## src/rtl/regfile_pkg.sv

```systemverilog
// Shared definitions for the multi-port register file: default widths and
// the states of the sequential clear sweep.
package regfile_pkg;

    localparam int DEF_DATA_W = 32;
    localparam int DEF_ADDR_W = 5;
    localparam int DEF_NUM_RD = 2;

    typedef enum logic {
        IDLE  = 1'b0,
        CLEAR = 1'b1
    } clr_state_t;

endpackage

```

## src/rtl/regfile_scoreboard.sv

```systemverilog
// Pending-write scoreboard: one flag per register, set when a producer is
// issued, cleared when its write lands or the clear sweep passes over it.
module regfile_scoreboard import regfile_pkg::*; #(
    parameter int ADDR_W = DEF_ADDR_W,
    parameter int NUM_RD = DEF_NUM_RD
) (
    input  logic                     clk,
    input  logic                     rst,
    input  logic                     set_en,
    input  logic [ADDR_W-1:0]        set_addr,
    input  logic                     clr_en,
    input  logic [ADDR_W-1:0]        clr_addr,
    input  logic                     sweep_en,
    input  logic [ADDR_W-1:0]        sweep_addr,
    input  logic [NUM_RD*ADDR_W-1:0] rd_addr,
    output logic [NUM_RD-1:0]        rd_flag
);

    localparam int DEPTH = 1 << ADDR_W;

    logic [DEPTH-1:0] pend;

    // The set is applied after the clear so a same-cycle set wins.
    always_ff @(posedge clk) begin
        if (rst) begin
            pend <= '0;
        end else if (sweep_en) begin
            pend[sweep_addr] <= 1'b0;
        end else begin
            if (clr_en)
                pend[clr_addr] <= 1'b0;
            if (set_en)
                pend[set_addr] <= 1'b1;
        end
    end

    always_comb begin
        rd_flag = '0;
        for (int k = 0; k < NUM_RD; k++)
            rd_flag[k] = pend[rd_addr[k*ADDR_W +: ADDR_W]];
    end

endmodule

```

## src/rtl/regfile_mp.sv

```systemverilog
// Multi-port register file with hardwired-zero r0, pending-write scoreboard
// and a sequential clear sweep. Define REGFILE_MP_BYPASS_EN for write-to-read forwarding.
module regfile_mp import regfile_pkg::*; #(
    parameter int DATA_W = DEF_DATA_W,
    parameter int ADDR_W = DEF_ADDR_W,
    parameter int NUM_RD = DEF_NUM_RD
) (
    input  logic                     clk,
    input  logic                     rst,
    input  logic                     we,
    input  logic [ADDR_W-1:0]        reg_Wt_addr,
    input  logic [DATA_W-1:0]        wdata,
    input  logic [NUM_RD*ADDR_W-1:0] rd_addr,
    output logic [NUM_RD*DATA_W-1:0] rdata,
    output logic [NUM_RD-1:0]        rd_pend,
    input  logic                     pend_set,
    input  logic [ADDR_W-1:0]        pend_addr,
    input  logic                     clr_req,
    output logic                     clr_busy
);

    localparam int DEPTH = 1 << ADDR_W;

    clr_state_t        state, state_next;
    logic [ADDR_W-1:0] cnt, cnt_next;
    logic [DATA_W-1:0] mem [DEPTH];
    logic              wr_ok, set_ok, sweeping;
    logic [NUM_RD-1:0] sb_flag;

    assign sweeping = (state == CLEAR);
    assign clr_busy = sweeping;
    assign wr_ok    = we && (reg_Wt_addr != '0) && !sweeping;
    assign set_ok   = pend_set && (pend_addr != '0) && !sweeping;

    always_ff @(posedge clk) begin
        if (rst) begin
            state <= IDLE;
            cnt   <= '0;
        end else begin
            state <= state_next;
            cnt   <= cnt_next;
        end
    end

    // Sweep starts at 1 since r0 is constant; it ends after the all-ones index.
    always_comb begin
        state_next = state;
        cnt_next   = cnt;
        case (state)
            IDLE: begin
                if (clr_req) begin
                    state_next = CLEAR;
                    cnt_next   = ADDR_W'(1);
                end
            end
            CLEAR: begin
                cnt_next = cnt + ADDR_W'(1);
                if (&cnt)
                    state_next = IDLE;
            end
            default: state_next = IDLE;
        endcase
    end

    always_ff @(posedge clk) begin
        if (rst) begin
            for (int i = 0; i < DEPTH; i++)
                mem[i] <= '0;
        end else if (sweeping) begin
            mem[cnt] <= '0;
        end else if (wr_ok) begin
            mem[reg_Wt_addr] <= wdata;
        end
    end

    regfile_scoreboard #(
        .ADDR_W (ADDR_W),
        .NUM_RD (NUM_RD)
    ) u_scoreboard (
        .clk        (clk),
        .rst        (rst),
        .set_en     (set_ok),
        .set_addr   (pend_addr),
        .clr_en     (wr_ok),
        .clr_addr   (reg_Wt_addr),
        .sweep_en   (sweeping),
        .sweep_addr (cnt),
        .rd_addr    (rd_addr),
        .rd_flag    (sb_flag)
    );

    always_comb begin
        rdata   = '0;
        rd_pend = '0;
        for (int k = 0; k < NUM_RD; k++) begin
            if (rd_addr[k*ADDR_W +: ADDR_W] != '0) begin
                rdata[k*DATA_W +: DATA_W] = mem[rd_addr[k*ADDR_W +: ADDR_W]];
                rd_pend[k]                = sb_flag[k];
`ifdef REGFILE_MP_BYPASS_EN
                if (wr_ok && (reg_Wt_addr == rd_addr[k*ADDR_W +: ADDR_W])) begin
                    rdata[k*DATA_W +: DATA_W] = wdata;
                    rd_pend[k]                = 1'b0;
                end
`endif
            end
        end
    end

endmodule

```

## config.mk

```make
export PLATFORM = sky130hd
export DESIGN_NAME = regfile_mp
export DESIGN_NICKNAME = d
export VERILOG_FILES = /design/src/rtl/regfile_pkg.sv /design/src/rtl/regfile_scoreboard.sv /design/src/rtl/regfile_mp.sv
export SDC_FILE = /design/constraint.sdc
export NUM_CORES = 2
export LEC_CHECK = 0
export BUFFER_PORTS_ARGS = -buffer_cell sky130_fd_sc_hd__buf_2
export CAP_MARGIN = 0
export CELL_PAD_IN_SITES_DETAIL_PLACEMENT = 0
export CELL_PAD_IN_SITES_GLOBAL_PLACEMENT = 1
export CORE_AREA = 3 3 377 379
export CTS_CLUSTER_SIZE = 8
export DETAILED_ROUTE_END_ITERATION = 10
export DIE_AREA = 0 0 380 382
export PLACE_DENSITY = 0.65
export SLEW_MARGIN = 15
export SYNTH_ARGS = -nofsm -noshare
export SYNTH_HDL_FRONTEND = slang
export SYNTH_SLANG_ARGS = --single-unit
```

## constraint.sdc

```tcl
create_clock -name clk -period 6 [get_ports clk]
set_input_delay 0.3 -clock clk [delete_from_list [all_inputs] [get_ports clk]]
set_output_delay 0.3 -clock clk [all_outputs]
set_load 0.02 [all_outputs]
```

Word-level counts from Yosys, hierarchy flattened
Memory sizes are Yosys's and may differ from the RTL's.
Cells that the tools add are included.
{"block": "classes", "add_sub_neg": 1, "multipliers": 0, "order_cmp": 8, "n_div": 0, "shifts": 0, "eq_ne": 1, "bitwise": 6, "reduce_logical": 15, "mux": 39}
{"operator": "two-way mux 32 bit", "n": 9}
{"operator": "bitwise AND 32 bit", "n": 2}
{"operator": "inverter 32 bit", "n": 2}
{"operator": "OR reduction 32 bit", "n": 2}
{"operator": "bitwise OR 32 bit", "n": 1}
{"operator": "less-than comparator 5 x 6 -> 1 bit (second input constant)", "n": 5}
{"operator": "two-way mux 1 bit", "n": 20}
{"operator": "nonzero test 5 bit", "n": 4}
{"operator": "demux 1 bit (select 5 bit)", "n": 3}
{"operator": ">= comparator 5 x 1 -> 1 bit (second input constant)", "n": 3}
{"operator": "two-way mux 5 bit", "n": 3}
{"operator": "binary-select mux 1 bit (select 5 bit)", "n": 2}
{"operator": "case mux 5 bit (2 select lines)", "n": 1}
{"operator": "logical AND 1 bit", "n": 7}
{"operator": "adder 5 x 1 -> 5 bit (second input constant)", "n": 1}
{"operator": "AND reduction 5 bit", "n": 1}
{"operator": "!= test 2 bit (second input constant)", "n": 1}
{"operator": "case mux 1 bit (2 select lines)", "n": 1}
{"operator": "zero test 1 bit", "n": 1}
{"operator": "inverter 1 bit", "n": 1}
{"block": "word_totals", "n_memories": 1, "mem_bits_ro": 0, "ramBits": 1024, "latchBits": 0, "out_inout_bits": 67, "ff_bits": 38, "inputBits": 57, "word_cells": 74}
{"name": "mem", "words": 32, "word_bits": 32, "read_ports": 2, "rd_ports_with_merged_regs": 0, "wr": 32, "line": "regfile_mp.sv:26", "rtl": "logic [DATA_W-1:0] mem [DEPTH];"}

Depth between registers and ports, before layout
{"block": "depth", "word_depth": 12, "ltp_mapped": 11}

Hierarchy
A second synthesis with hierarchy kept.
{"block": "hier_totals", "cells_unflattened": 4035, "area_unflattened_um2": 55460.7}
{"mod": "regfile_mp", "seq_area_each_um2": 30869.6, "area_each_um2": 53248.6, "instances": 1, "cells_per_inst": 3765}
{"mod": "regfile_scoreboard", "seq_area_each_um2": 640.6, "area_each_um2": 2212.1, "instances": 1, "cells_per_inst": 270}

Least setup slack after synthesis
No wires, ideal clock.
{"block": "synth_timing", "kind": "register to register", "from": "reg state (netlist: clr_busy)", "to": "mem mem[8][0] (netlist bit) (enable)", "path_stages_with_launch": 9, "t_arrival_ns": 4.155, "setup_ns": 0.470, "path_buffers": 4, "required_ns": 5.530, "path_slack_ns": 1.375, "cell_sequence": "dfxtp_1 > or3b_1 > buf_2 > a21o_1 > buf_6 > buf_6 > o21a_4 > buf_6 > o31ai_1"}
{"element": "from (decl)", "line": "regfile_mp.sv:24", "rtl": "clr_state_t state, state_next;"}
{"element": "from (signal assigned)", "line": "regfile_mp.sv:40", "rtl": "state <= state_next;"}
{"element": "to (decl)", "line": "regfile_mp.sv:26"}

==> metrics.txt <==
# TYPE chip_impl_metric gauge
chip_impl_metric{name="critical-path-max-stage-delay",unit="ns"} 0.93
chip_impl_metric{name="detail_route.iter0.violations",unit=""} 5521
chip_impl_info{name="cts_tree",value="yes"} 1
chip_impl_metric{name="finClkSkew",unit="ns"} 0.0177
chip_impl_metric{name="cts_buffers",unit=""} 151
chip_impl_metric{name="io_port_bufs",unit=""} 123
chip_impl_metric{name="ys_async_sr_fraction",unit="%"} 0
chip_impl_metric{name="sequential_cell_area",unit="sq mm"} 0.0315
chip_impl_metric{name="worstPathMaxFanout",unit=""} 37
chip_impl_metric{name="clock_tree.htree_level_count",unit=""} 4
chip_impl_info{name="cp_common_cell",value="buf_4"} 1
chip_impl_metric{name="die_width",unit="um"} 380
chip_impl_metric{name="globalRouteTotalUtil",unit="%"} 29.8
chip_impl_info{name="setup.worst_path.start_class",value="flip-flop"} 1
chip_impl_metric{name="grt_pass1_vias",unit=""} 39300
chip_impl_info{name="endpoint_kind",value="flip-flop"} 1
chip_impl_metric{name="ctsHoldBuffers",unit=""} 10
chip_impl_metric{name="yosysWarningCount",unit=""} 0
chip_impl_info{name="synth_area_leaders",value="edfxtp_1, mux4_2, nor2_1"} 1
chip_impl_metric{name="critPathArrivalTime",unit="ns"} 4.67
chip_impl_metric{name="yosys_register_bits",unit=""} 1062
chip_impl_metric{name="max-vdd-ir-drop",unit="V"} 0.000276
chip_impl_metric{name="worstPathRequired",unit="ns"} 6.39
chip_impl_metric{name="drt_wl_total",unit="mm"} 219
chip_impl_metric{name="grt_first_pass_wirelength",unit="mm"} 306
chip_impl_metric{name="finalSetupViolCount",unit=""} 0
chip_impl_metric{name="cts_buffer_depth",unit=""} 3
chip_impl_metric{name="postRouteAntennaNets",unit=""} 0
chip_impl_metric{name="antenna_violations_before_repair",unit=""} 5
chip_impl_metric{name="fin_cells",unit=""} 5936
chip_impl_metric{name="areaGrowthSynthToFinish",unit="%"} 13.5
chip_impl_metric{name="clk-insertion-delay-late",unit="ns"} 0.77
chip_impl_metric{name="final.period_utilization",unit="%"} 71.4
chip_impl_metric{name="filler_cell_count",unit=""} 12400
chip_impl_metric{name="timing.final.hold_violations",unit=""} 0
chip_impl_info{name="synth_top_cells_by_count",value="edfxtp_1, nor2_1, mux4_2, nor3_1, nand2_1"} 1
chip_impl_metric{name="synth.avg_cell_area",unit="sq um"} 14.2
chip_impl_metric{name="initial_core_util",unit="%"} 40.0
chip_impl_info{name="yosys.area.top_type",value="edfxtp_1"} 1
chip_impl_metric{name="synthesis.instances",unit=""} 3928
chip_impl_metric{name="worst-slew-pin-transition",unit="ns"} 1.30
chip_impl_metric{name="placement_rows",unit=""} 137
chip_impl_metric{name="fp.coreArea",unit="sq mm"} 0.139
chip_impl_info{name="synth_flop_cell",value="edfxtp_1"} 1
chip_impl_metric{name="stdcell_area",unit="sq mm"} 0.0631
chip_impl_metric{name="multi_input_area",unit="sq mm"} 0.0229
chip_impl_metric{name="post-dp-hpwl",unit="mm"} 133
chip_impl_metric{name="total_leakage_power",unit="nW"} 20.6
chip_impl_metric{name="fin_ws",unit="ns"} 1.72
chip_impl_info{name="hold_path_class",value="input pin to flip-flop"} 1
chip_impl_metric{name="postCtsResizedCells",unit=""} 0
chip_impl_info{name="unrepaired_setup_endpoints_after_global_routing",value="false"} 1
chip_impl_metric{name="post_drt_via_cell_ratio",unit=""} 6.60
chip_impl_metric{name="cts.sink_count",unit=""} 1062
chip_impl_metric{name="post-route-drc-count",unit=""} 0
chip_impl_metric{name="placedCellCount",unit=""} 5738
chip_impl_metric{name="synth_top_area_share",unit="%"} 55.3
chip_impl_metric{name="pin_count_of_the_biggest_net_entering_global_routing",unit=""} 113
chip_impl_metric{name="design.die.area",unit="sq mm"} 0.145
chip_impl_metric{name="routabilityCongestion",unit=""} 0.850
chip_impl_metric{name="place_ws",unit="ns"} 1.61
chip_impl_metric{name="final_layout_size_suffix_gt1_share",unit="%"} 27.1
chip_impl_metric{name="synth_enable_flop_cells",unit=""} 1024
chip_impl_metric{name="io_pins",unit=""} 124
chip_impl_metric{name="overflow",unit=""} 0
chip_impl_metric{name="wl_per_cell",unit="um"} 36.8
chip_impl_metric{name="cts_setup_buffers",unit=""} 0
chip_impl_metric{name="period_needed",unit="ns"} 4.28
chip_impl_metric{name="chipHeight",unit="um"} 382
chip_impl_metric{name="power.density_cell_area",unit="mW/mm^2"} 296
chip_impl_info{name="buffer_cell_driving_the_clock_tree_root",value="clkbuf_16"} 1
chip_impl_info{name="synth.most_common_cell",value="edfxtp_1"} 1
chip_impl_metric{name="fmax",unit="MHz"} 233
chip_impl_metric{name="fin_tns_setup",unit="ns"} 0
chip_impl_metric{name="finalMaxSlewViolations",unit=""} 0
chip_impl_metric{name="finish.net_count",unit=""} 4087
chip_impl_metric{name="maxSlewHeadroom",unit="%"} 13.2
chip_impl_info{name="critical_path.cell_chain",value="buf_4 > or3b_1 > a21oi_1 > o21ai_0 > nand2_4 > o21ai_4 > buf_4"} 1
chip_impl_metric{name="synth.lib_cells_used.distinct",unit=""} 58
chip_impl_metric{name="holdWs",unit="ns"} 0.0971
chip_impl_metric{name="place_area",unit="sq mm"} 0.0589
chip_impl_info{name="status",value="finished, final reports clean"} 1
chip_impl_info{name="path_class",value="flip-flop to flip-flop"} 1
chip_impl_metric{name="synth_seq_area_share",unit="%"} 56.7
chip_impl_metric{name="clk_transition_reported_paths",unit="ns"} 0.05
chip_impl_metric{name="drtPass1Iterations",unit=""} 6
chip_impl_metric{name="synth.cell_area",unit="sq mm"} 0.0556
chip_impl_metric{name="maxCapViolations",unit=""} 0
chip_impl_info{name="crit_slowest_cell",value="o21ai_0"} 1
chip_impl_metric{name="dr_total_vias",unit=""} 39200
## cell usage in the layout (no fill, tap or decap), types with 18 or more instances in the layout
| master | count |
|---|---|
| o21ai_4 | 28 |
| mux2i_1 | 101 |
| buf_12 | 22 |
| buf_4 | 130 |
| dfxtp_1 | 38 |
| conb_1 | 32 |
| o21ai_0 | 27 |
| nor2_1 | 860 |
| a221oi_1 | 47 |
| nor2b_1 | 68 |
| nand2_1 | 182 |
| mux4_2 | 528 |
| mux2_2 | 42 |
| a21oi_1 | 92 |
| a2111oi_0 | 24 |
| a22oi_1 | 39 |
| a211oi_1 | 61 |
| nor3_1 | 227 |
| buf_2 | 117 |
| clkbuf_16 | 158 |
| edfxtp_1 | 1024 |
| clkbuf_1 | 18 |
## flip-flops by register name (all words and copies together), names as in the netlist
| signal | cells |
|---|---|
| cnt | 5 |
| clr_busy | 1 |
| u_scoreboard.pend | 32 |
| mem | 1024 |
## per-layer routing
metal	vias to the layer above	GRT usage [%]	wire length, um
met2	2398	47.7	103000
li1	15500	-	-
met5	-	0	11
met4	2	13.8	11500
met3	527	6.11	20500
met1	20700	39.3	83800
## critical path, delay by kind of cell (launching register included)
kind,cells,cell delay [ns]
compound gates,3,1.54
simple gates,2,1.05
buf+inv,2,0.94
flops,1,0.31
## power breakdown
part	internal (mW)	total [mW]	switching, mW
Clock	4.66	7.86	3.20
Combinational	0.798	2.26	1.46
Sequential	8.40	8.54	0.139
## path summary, 6_finish.rpt
kind              cells past startpoint  slack (ns)            startpoint                     to
setup / recovery                      7        1.72              clr_busy             mem[31][0]
hold / removal                        5         0.1          pend_addr[4]  u_scoreboard.pend[11]
setup reg to reg                      7        1.72              clr_busy             mem[31][0]
hold reg to reg                       1        0.50  u_scoreboard.pend[0]   u_scoreboard.pend[0]
## kinds of logic (layout without fill, tap and decap cells)
family | after synthesis | in the layout | share of synthesized area [%]
flops | 1062 | 1062 | 56.7
buf+inv | 378 | 477 | 3.44
other cells | 1 | 34 | 0.00674
simple gates | 1424 | 1424 | 10.9
compound gates | 387 | 387 | 4.84
mux | 671 | 671 | 24.0
fa+ha+maj | 5 | 5 | 0.112
## cell type report
class                   instances  share of cell area, %
diodes                          2                0.00793
clock buffers                 177                   6.39
clock inverters                 9                  0.163
inverters                       6                 0.0357
multi-input cells            2519                   36.3
flip-flops and latches       1062                   49.9
well taps                    1876                   3.72
repair buffers                285                   3.47
## per-stage QoR
step | util, % | power, mW
5_1_grt | 45.3 | 19.1
3_5_place_dp | 42.3 | 10.9
4_1_cts | 45.3 | 18.7
6_report | 45.3 | 18.7
3_3_place_gp | 42.3 | 10.9
2_1_floorplan | - | 9.97
No activity file was read; power rests on OpenSTA's default activity.
